## src/rtl/jk_excite_driver.sv

```systemverilog
// rtl/jk_excite_driver.sv - JK flip-flop bank excitation driver with check/retry (optional macro JK_TOGGLE_EN)
module jk_excite_driver #(
    parameter int WIDTH     = 4,
    parameter int RETRY_MAX = 3
) (
    input  logic             clk,
    input  logic             reset,
    input  logic             tgt_valid,
    input  logic [WIDTH-1:0] tgt_data,
    output logic             tgt_ready,
    input  logic [WIDTH-1:0] q_fb,
    output logic [WIDTH-1:0] j,
    output logic [WIDTH-1:0] k,
    output logic             busy,
    output logic             done,
    output logic             err,
    output logic [1:0]       retries
);

    localparam int CW = (RETRY_MAX > 3) ? $clog2(RETRY_MAX + 1) : 2;
    localparam logic [CW-1:0] RMAX = CW'(RETRY_MAX);

    typedef enum logic [1:0] {
        IDLE  = 2'd0,
        DRIVE = 2'd1,
        CHECK = 2'd2,
        FIN   = 2'd3
    } state_t;

    state_t           state;
    logic [WIDTH-1:0] target;
    logic [CW-1:0]    retry_cnt;

`ifdef JK_TOGGLE_EN
    // Toggle encoding: every changing bit gets J=K=1.
    function automatic logic [WIDTH-1:0] excite_j(input logic [WIDTH-1:0] cur, input logic [WIDTH-1:0] tgt);
        return cur ^ tgt;
    endfunction

    function automatic logic [WIDTH-1:0] excite_k(input logic [WIDTH-1:0] cur, input logic [WIDTH-1:0] tgt);
        return cur ^ tgt;
    endfunction
`else
    // Set/reset encoding: J sets rising bits, K clears falling bits, never both.
    function automatic logic [WIDTH-1:0] excite_j(input logic [WIDTH-1:0] cur, input logic [WIDTH-1:0] tgt);
        return ~cur & tgt;
    endfunction

    function automatic logic [WIDTH-1:0] excite_k(input logic [WIDTH-1:0] cur, input logic [WIDTH-1:0] tgt);
        return cur & ~tgt;
    endfunction
`endif

    // Request FSM: drive one cycle, check one cycle, retry or finish; all outputs registered.
    always_ff @(posedge clk) begin
        if (reset) begin
            state     <= IDLE;
            target    <= '0;
            retry_cnt <= '0;
            j         <= '0;
            k         <= '0;
            busy      <= 1'b0;
            done      <= 1'b0;
            err       <= 1'b0;
            retries   <= 2'd0;
            tgt_ready <= 1'b1;
        end else begin
            done <= 1'b0;
            case (state)
                IDLE: begin
                    if (tgt_valid && tgt_ready) begin
                        target    <= tgt_data;
                        retry_cnt <= '0;
                        err       <= 1'b0;
                        j         <= excite_j(q_fb, tgt_data);
                        k         <= excite_k(q_fb, tgt_data);
                        busy      <= 1'b1;
                        tgt_ready <= 1'b0;
                        state     <= DRIVE;
                    end
                end
                DRIVE: begin
                    j     <= '0;
                    k     <= '0;
                    state <= CHECK;
                end
                CHECK: begin
                    if (q_fb == target) begin
                        done    <= 1'b1;
                        retries <= retry_cnt[1:0];
                        state   <= FIN;
                    end else if (retry_cnt < RMAX) begin
                        retry_cnt <= retry_cnt + CW'(1);
                        j         <= excite_j(q_fb, target);
                        k         <= excite_k(q_fb, target);
                        state     <= DRIVE;
                    end else begin
                        err     <= 1'b1;
                        done    <= 1'b1;
                        retries <= retry_cnt[1:0];
                        state   <= FIN;
                    end
                end
                FIN: begin
                    busy      <= 1'b0;
                    tgt_ready <= 1'b1;
                    state     <= IDLE;
                end
                default: begin
                    state <= IDLE;
                end
            endcase
        end
    end

endmodule
```

## config.mk

```make
export PLATFORM = sky130hd
export DESIGN_NAME = jk_excite_driver
export DESIGN_NICKNAME = d
export VERILOG_FILES = /design/src/rtl/jk_excite_driver.sv
export SDC_FILE = /design/constraint.sdc
export NUM_CORES = 1
export LEC_CHECK = 0
export BUFFER_PORTS_ARGS = -buffer_cell sky130_fd_sc_hd__buf_2
export CAP_MARGIN = 30
export CORE_UTILIZATION = 52
export DETAILED_ROUTE_END_ITERATION = 6
export PLACE_DENSITY = 0.8
export RECOVER_POWER = 25
export SETUP_SLACK_MARGIN = 0.3
export SLEW_MARGIN = 20
export SYNTH_ARGS = -nofsm -noshare
export SYNTH_HDL_FRONTEND = slang
export SYNTH_SLANG_ARGS = --single-unit
```

## constraint.sdc

```tcl
create_clock -name clk -period 2 [get_ports clk]
set_input_delay 0.2 -clock clk [delete_from_list [all_inputs] [get_ports clk]]
set_output_delay 0.2 -clock clk [all_outputs]
set_load 0.02 [all_outputs]
```

# Word level (Yosys, flattened, before mapping)
# Cells that the tools add are included.
# op_classes
n_reduce_logical	12
n_mux	27
eq_ne	9
n_lt_le_gt_ge	1
bitwise	8
n_addsub	1
# op_table
operator	n
$mux W4	6
$pmux W4 S3	2
$and A4 B4 Y4	4
$mux W2	8
$not A4 Y4	3
$reduce_and A4 Y1	3
$ne A2 B2 Y1 const B	5
$pmux W2 S4	1
$mux W1	6
$pmux W1 S2	3
$reduce_and A2 Y1	3
$eq A2 B2 Y1 const B	2
$eq A4 B4 Y1	1
$pmux W2 S2	1
$reduce_bool A2 Y1	2
$reduce_bool A3 Y1	1
$add A2 B1 Y2 const B	1
$eq A2 B1 Y1 const B	1
$logic_not A2 Y1	1
$lt A2 B2 Y1 const B	1
$reduce_or A2 Y1	1
$logic_and A1 B1 Y1	1
$not A1 Y1	1
# word_totals
elab_cells	68
register_bits	22
output_inout_bits	14
in_bits	11

# Depth between registers and ports, before layout
# logic_depth
depth_word	5
mapped_depth	6
ltp_nobuf	5

# Worst setup path before layout
# OpenSTA, ideal clock, no wires.
# synth_path
kind	register -> register
startpoint	reg tgt_ready
endpoint	reg k[3]
required_time_ns	1.929
setup_time_ns	0.071
arrival_ns	1.401
n_path_buf	1
stages_incl_launch_ff	6
period_less_slack_ns	1.471
setup_slack_ns	0.529
cell_sequence	dfxtp_1 > a21oi_1 > or2_0 > buf_4 > a221o_1 > a21oi_1
# synth_between
elab_chain_cells	3
# synth_lines
element	line	rtl
start: declaration	10	output logic tgt_ready,
start signal: assignment	66	tgt_ready <= 1'b1;
start signal: assignment	78	tgt_ready <= 1'b0;
start signal: assignment	106	tgt_ready <= 1'b1;
$logic_and A1 B1 Y1	71	if (tgt_valid && tgt_ready) begin
$ne A2 B2 Y1 (no source line)	-	
$reduce_and A4 Y1 (no source line)	-	
end signal: assignment	76	k <= excite_k(q_fb, tgt_data);
end signal: assignment	95	k <= excite_k(q_fb, target);
end: declaration	13	output logic [WIDTH-1:0] k,
# Every way passes these cells.
# A chain may end at the register's enable or synchronous reset.

# Worst setup path after layout
# layout_path
startpoint	reg state[1]
endpoint	reg k[3]
# layout_between
elab_chain_cells	3
elab_cells_between_ends	9
classes_between	eq/ne (5); mux (1); reduce/logical (3)
# layout_lines
element	line	rtl
start: declaration	30	state_t state;
start signal: assignment	57	state <= IDLE;
start signal: assignment	79	state <= DRIVE;
start signal: assignment	85	state <= CHECK;
$eq A2 B2 Y1 (tied with other cells)	69	case (state)
$ne A2 B2 Y1 (no source line) or $reduce_bool A3 Y1 (tied branches)	-	
$reduce_and A4 Y1 (no source line)	-	
# Several ways; a longest one is shown, not always the timed one.

==> metrics.md <==
| Metric | Value |
|---|---|
| DP Cell Count | 172 |
| Syn Nets | 138 |
| Die area | 2410 sq um |
| Hpwl dp | 1.83 mm |
| Fin. max-slew vios | 0 |
| Layout cells sized above 1 | 23.6% |
| Number of diodes | 0 |
| Net switching power | between 0.2 and 0.3 mW |
| Num rows | 16 |
| Most frequent cells in the layout | dfxtp_1, buf_2, a21oi_1, nor2_1, nand2b_1 |
| Crit path max fanout | 14 |
| Post-synth EDFFs | 0 |
| Routed wire length | approximately 2.5 mm |
| DR pass1 iterations | 4 |
| Final ANT Viol Nets | 0 |
| CP endpoint kind | register |
| Final setup TNS | 0 ns |
| # H-tree levels | 1 |
| Final nets | around 160 |
| Fin. Hold Viols | 0 |
| Yosys reg bits | 22 |
| Placed Instance Area | around 1300 sq um |
| Setup crit start kind | register |
| IO Pins | 25 |
| Max Freq | 0.595 GHz |
| Initial Utilization | between 50% and 60% |
| CTS buffer count | 3 |
| Worst-Margin Slew | 0.446 ns |
| Cells on worst reg2reg path | 5 |
| Detailed-route via count | just over 1k |
| Core Box Area | 2020 sq um |
| CP required | around 2.3 ns |
| Worst setup path category | register to register |
| P per Cell Area | roughly 700 nW/um^2 |
| Combinational Power Share | 22.0% |
| Internal power | 0.612 mW |
| Skew final | approximately 0.0054 ns |
| Gpl congestion | 0.823 |
| Arr. time, crit path | between 1.5 and 2 ns |
| CP cell instances | buf_4, mux2i_1, nand2_1, a221o_1, a21oi_1 |
| Synth warnings | 0 |
| CTS tree | built |
| Fillers | 185 |
| Clock tree buffer depth | 2 |
| GRT overflow | 0 |
| DRT iter0 DRCs | 28 |
| Area growth syn-to-layout | 13.0% |
| Largest net degree at the start of global routing | 28 |
| Clk Tree Root Cell | clkbuf_4 |
| Lkg Pwr | 0.540 nW |
| Fin crit period | approximately 1.7 ns |
| Synth Flop Type | dfxtp_1 |
| RSZ-0062 raised after global routing | no |
| Hold_buf cts | 0 |
| Hold crit path type | input port to register |
| Post-Syn Instances | 126 |
| Syn Std Cell Area | 1150 sq um |
| CTS resizes | 0 |
| Post-CTS Setup Repair Bufs | 0 |
| Die X | 49.1 microns |
| Fin crit share | between 80% and 90% |
| Sequential area share after synthesis | 38.1% |
| Yosys cell types | 36 |
| Status | completed |
| Maximum vdd drop | about 440 uV |
| Initial antenna violation count | 0 |
| Ys async rst share | 0% |
| Cells on Worst Hold Path | 2 |
| DR vias/cell | roughly 6 |
| Number of port buffers | 24 |
| Worst hold margin | 0.124 ns |
| Synthesized area per cell | 9.17 sq um |
| Clk_lat worst skew | 0.30 ns |
| # clock sinks | 22 |
| Sw Ratio | 31.4% |
| Avg WL per Cell | 14.3 microns |
| Max Cap Viol | 0 |
| Clock Power Share | 22.7% |
| Vias in the first global route | 969 |
| Global-route wire length before repair | 4.14 mm |
| Largest stage delay, worst path | 0.61 ns |
| Commonest non-fill, non-tap cell in the layout | dfxtp_1 |
| Final setup viols | 0 |
| DIE HEIGHT | 49.1 microns |
| Clk pin slew, worst setup/hold paths | 0.12 ns |
| Final instance area | 1310 sq um |
| Slowest cell on crit path | dfxtp_1 |
| DRC violations left | 0 |
| Worst rel slew slack | between 70 and 80% |
| Non-filler instance count after layout | 175 |
| All-Layer GR Usage | 22.2% |
| Seq pwr share | 55.3% |
==> worst paths after layout <==
path                                           to  slack, ns             startpoint
worst min register to register  j[3]$_SDFFE_PP0P_       0.48      j[3]$_SDFFE_PP0P_
worst max register to register  k[3]$_SDFFE_PP0P_       0.32  state[1]$_SDFFE_PP0N_
worst max-delay path            k[3]$_SDFFE_PP0P_       0.32  state[1]$_SDFFE_PP0N_
worst min-delay path            j[0]$_SDFFE_PP0P_       0.12                q_fb[0]
==> synthesized netlist by cell type (all sizes together), types with 3 or more instances <==
master / instances / area [sq um]
nand3: 6 / 30.0
dfxtp: 22 / 440
inv: 3 / 11.3
nor3: 3 / 20.0
mux2i: 7 / 70.1
buf: 5 / 33.8
nand3b: 4 / 30.0
nand2: 3 / 11.3
and3: 3 / 18.8
nand2b: 8 / 50.1
o21ai: 7 / 35.0
xor2: 4 / 35.0
o211ai: 4 / 30.0
mux2: 3 / 33.8
nor2: 9 / 36.3
clkbuf: 4 / 15.0
a21oi: 13 / 65.1
nand4b: 3 / 26.3
o41ai: 4 / 65.1
==> worst max-delay path, delay by kind of cell, from the launching register on <==
family / cells / cell delay (ns)
DFF: 1 / 0.61
muxes: 1 / 0.25
buffers and inverters: 1 / 0.25
and+or+nand+nor: 1 / 0.08
AOI/OAI and AO/OA: 2 / 0.44
==> power groups by stage <==
| stage | combinational, mW | clock, mW | sequential (mW) |
|---|---|---|---|
| 2_1_floorplan | 0.131 | 0 | 0.506 |
| 3_3_place_gp | 0.192 | 0 | 0.498 |
| 3_5_place_dp | 0.196 | 0 | 0.500 |
| 4_1_cts | 0.197 | 0.198 | 0.491 |
| 5_1_grt | 0.215 | 0.217 | 0.497 |
| 6_report | 0.197 | 0.202 | 0.493 |
==> state kept, by name, indices dropped and copies added, names as in the netlist <==
register / count
err: 1
done: 1
retry_cnt: 2
k: 4
state: 2
retries: 2
busy: 1
target: 4
j: 4
tgt_ready: 1
==> through the flow <==
step	setup WS, ns	util [%]	power (mW)
after floorplan	0.529	-	0.637
after global placement	0.382	63.8	0.691
after detailed placement	0.344	63.8	0.696
after CTS	0.314	64.9	0.886
after global routing	0.186	64.5	0.928
final	0.320	64.5	0.891
==> area by class of cell <==
| type | instances | area [sq um] | area share (%) |
|---|---|---|---|
| Clock buffer | 3 | 22.5 | 1.73 |
| Multi-Input combinational cell | 92 | 654 | 50.1 |
| Inverter | 3 | 11.3 | 0.863 |
| Sequential cell | 22 | 442 | 33.8 |
| Timing Repair Buffer | 28 | 141 | 10.8 |
| Tap cell | 27 | 33.8 | 2.59 |
==> kinds of logic after synthesis <==
logic type	after synthesis	synth area share, %
muxes	10	8.99
buffers and inverters	12	5.20
adders and majority gates	1	1.08
DFF	22	38.1
and+or+nand+nor	44	22.5
AOI/OAI and AO/OA	33	21.0
xor gates and xnor gates	4	3.03
==> per-layer routing <==
metal	track usage [%]	share of wire, %
met5	0	0
met4	11.3	1.7
met3	3.12	4.4
met2	38.1	49
met1	26.6	45
No activity file was read; power rests on OpenSTA's default activity.
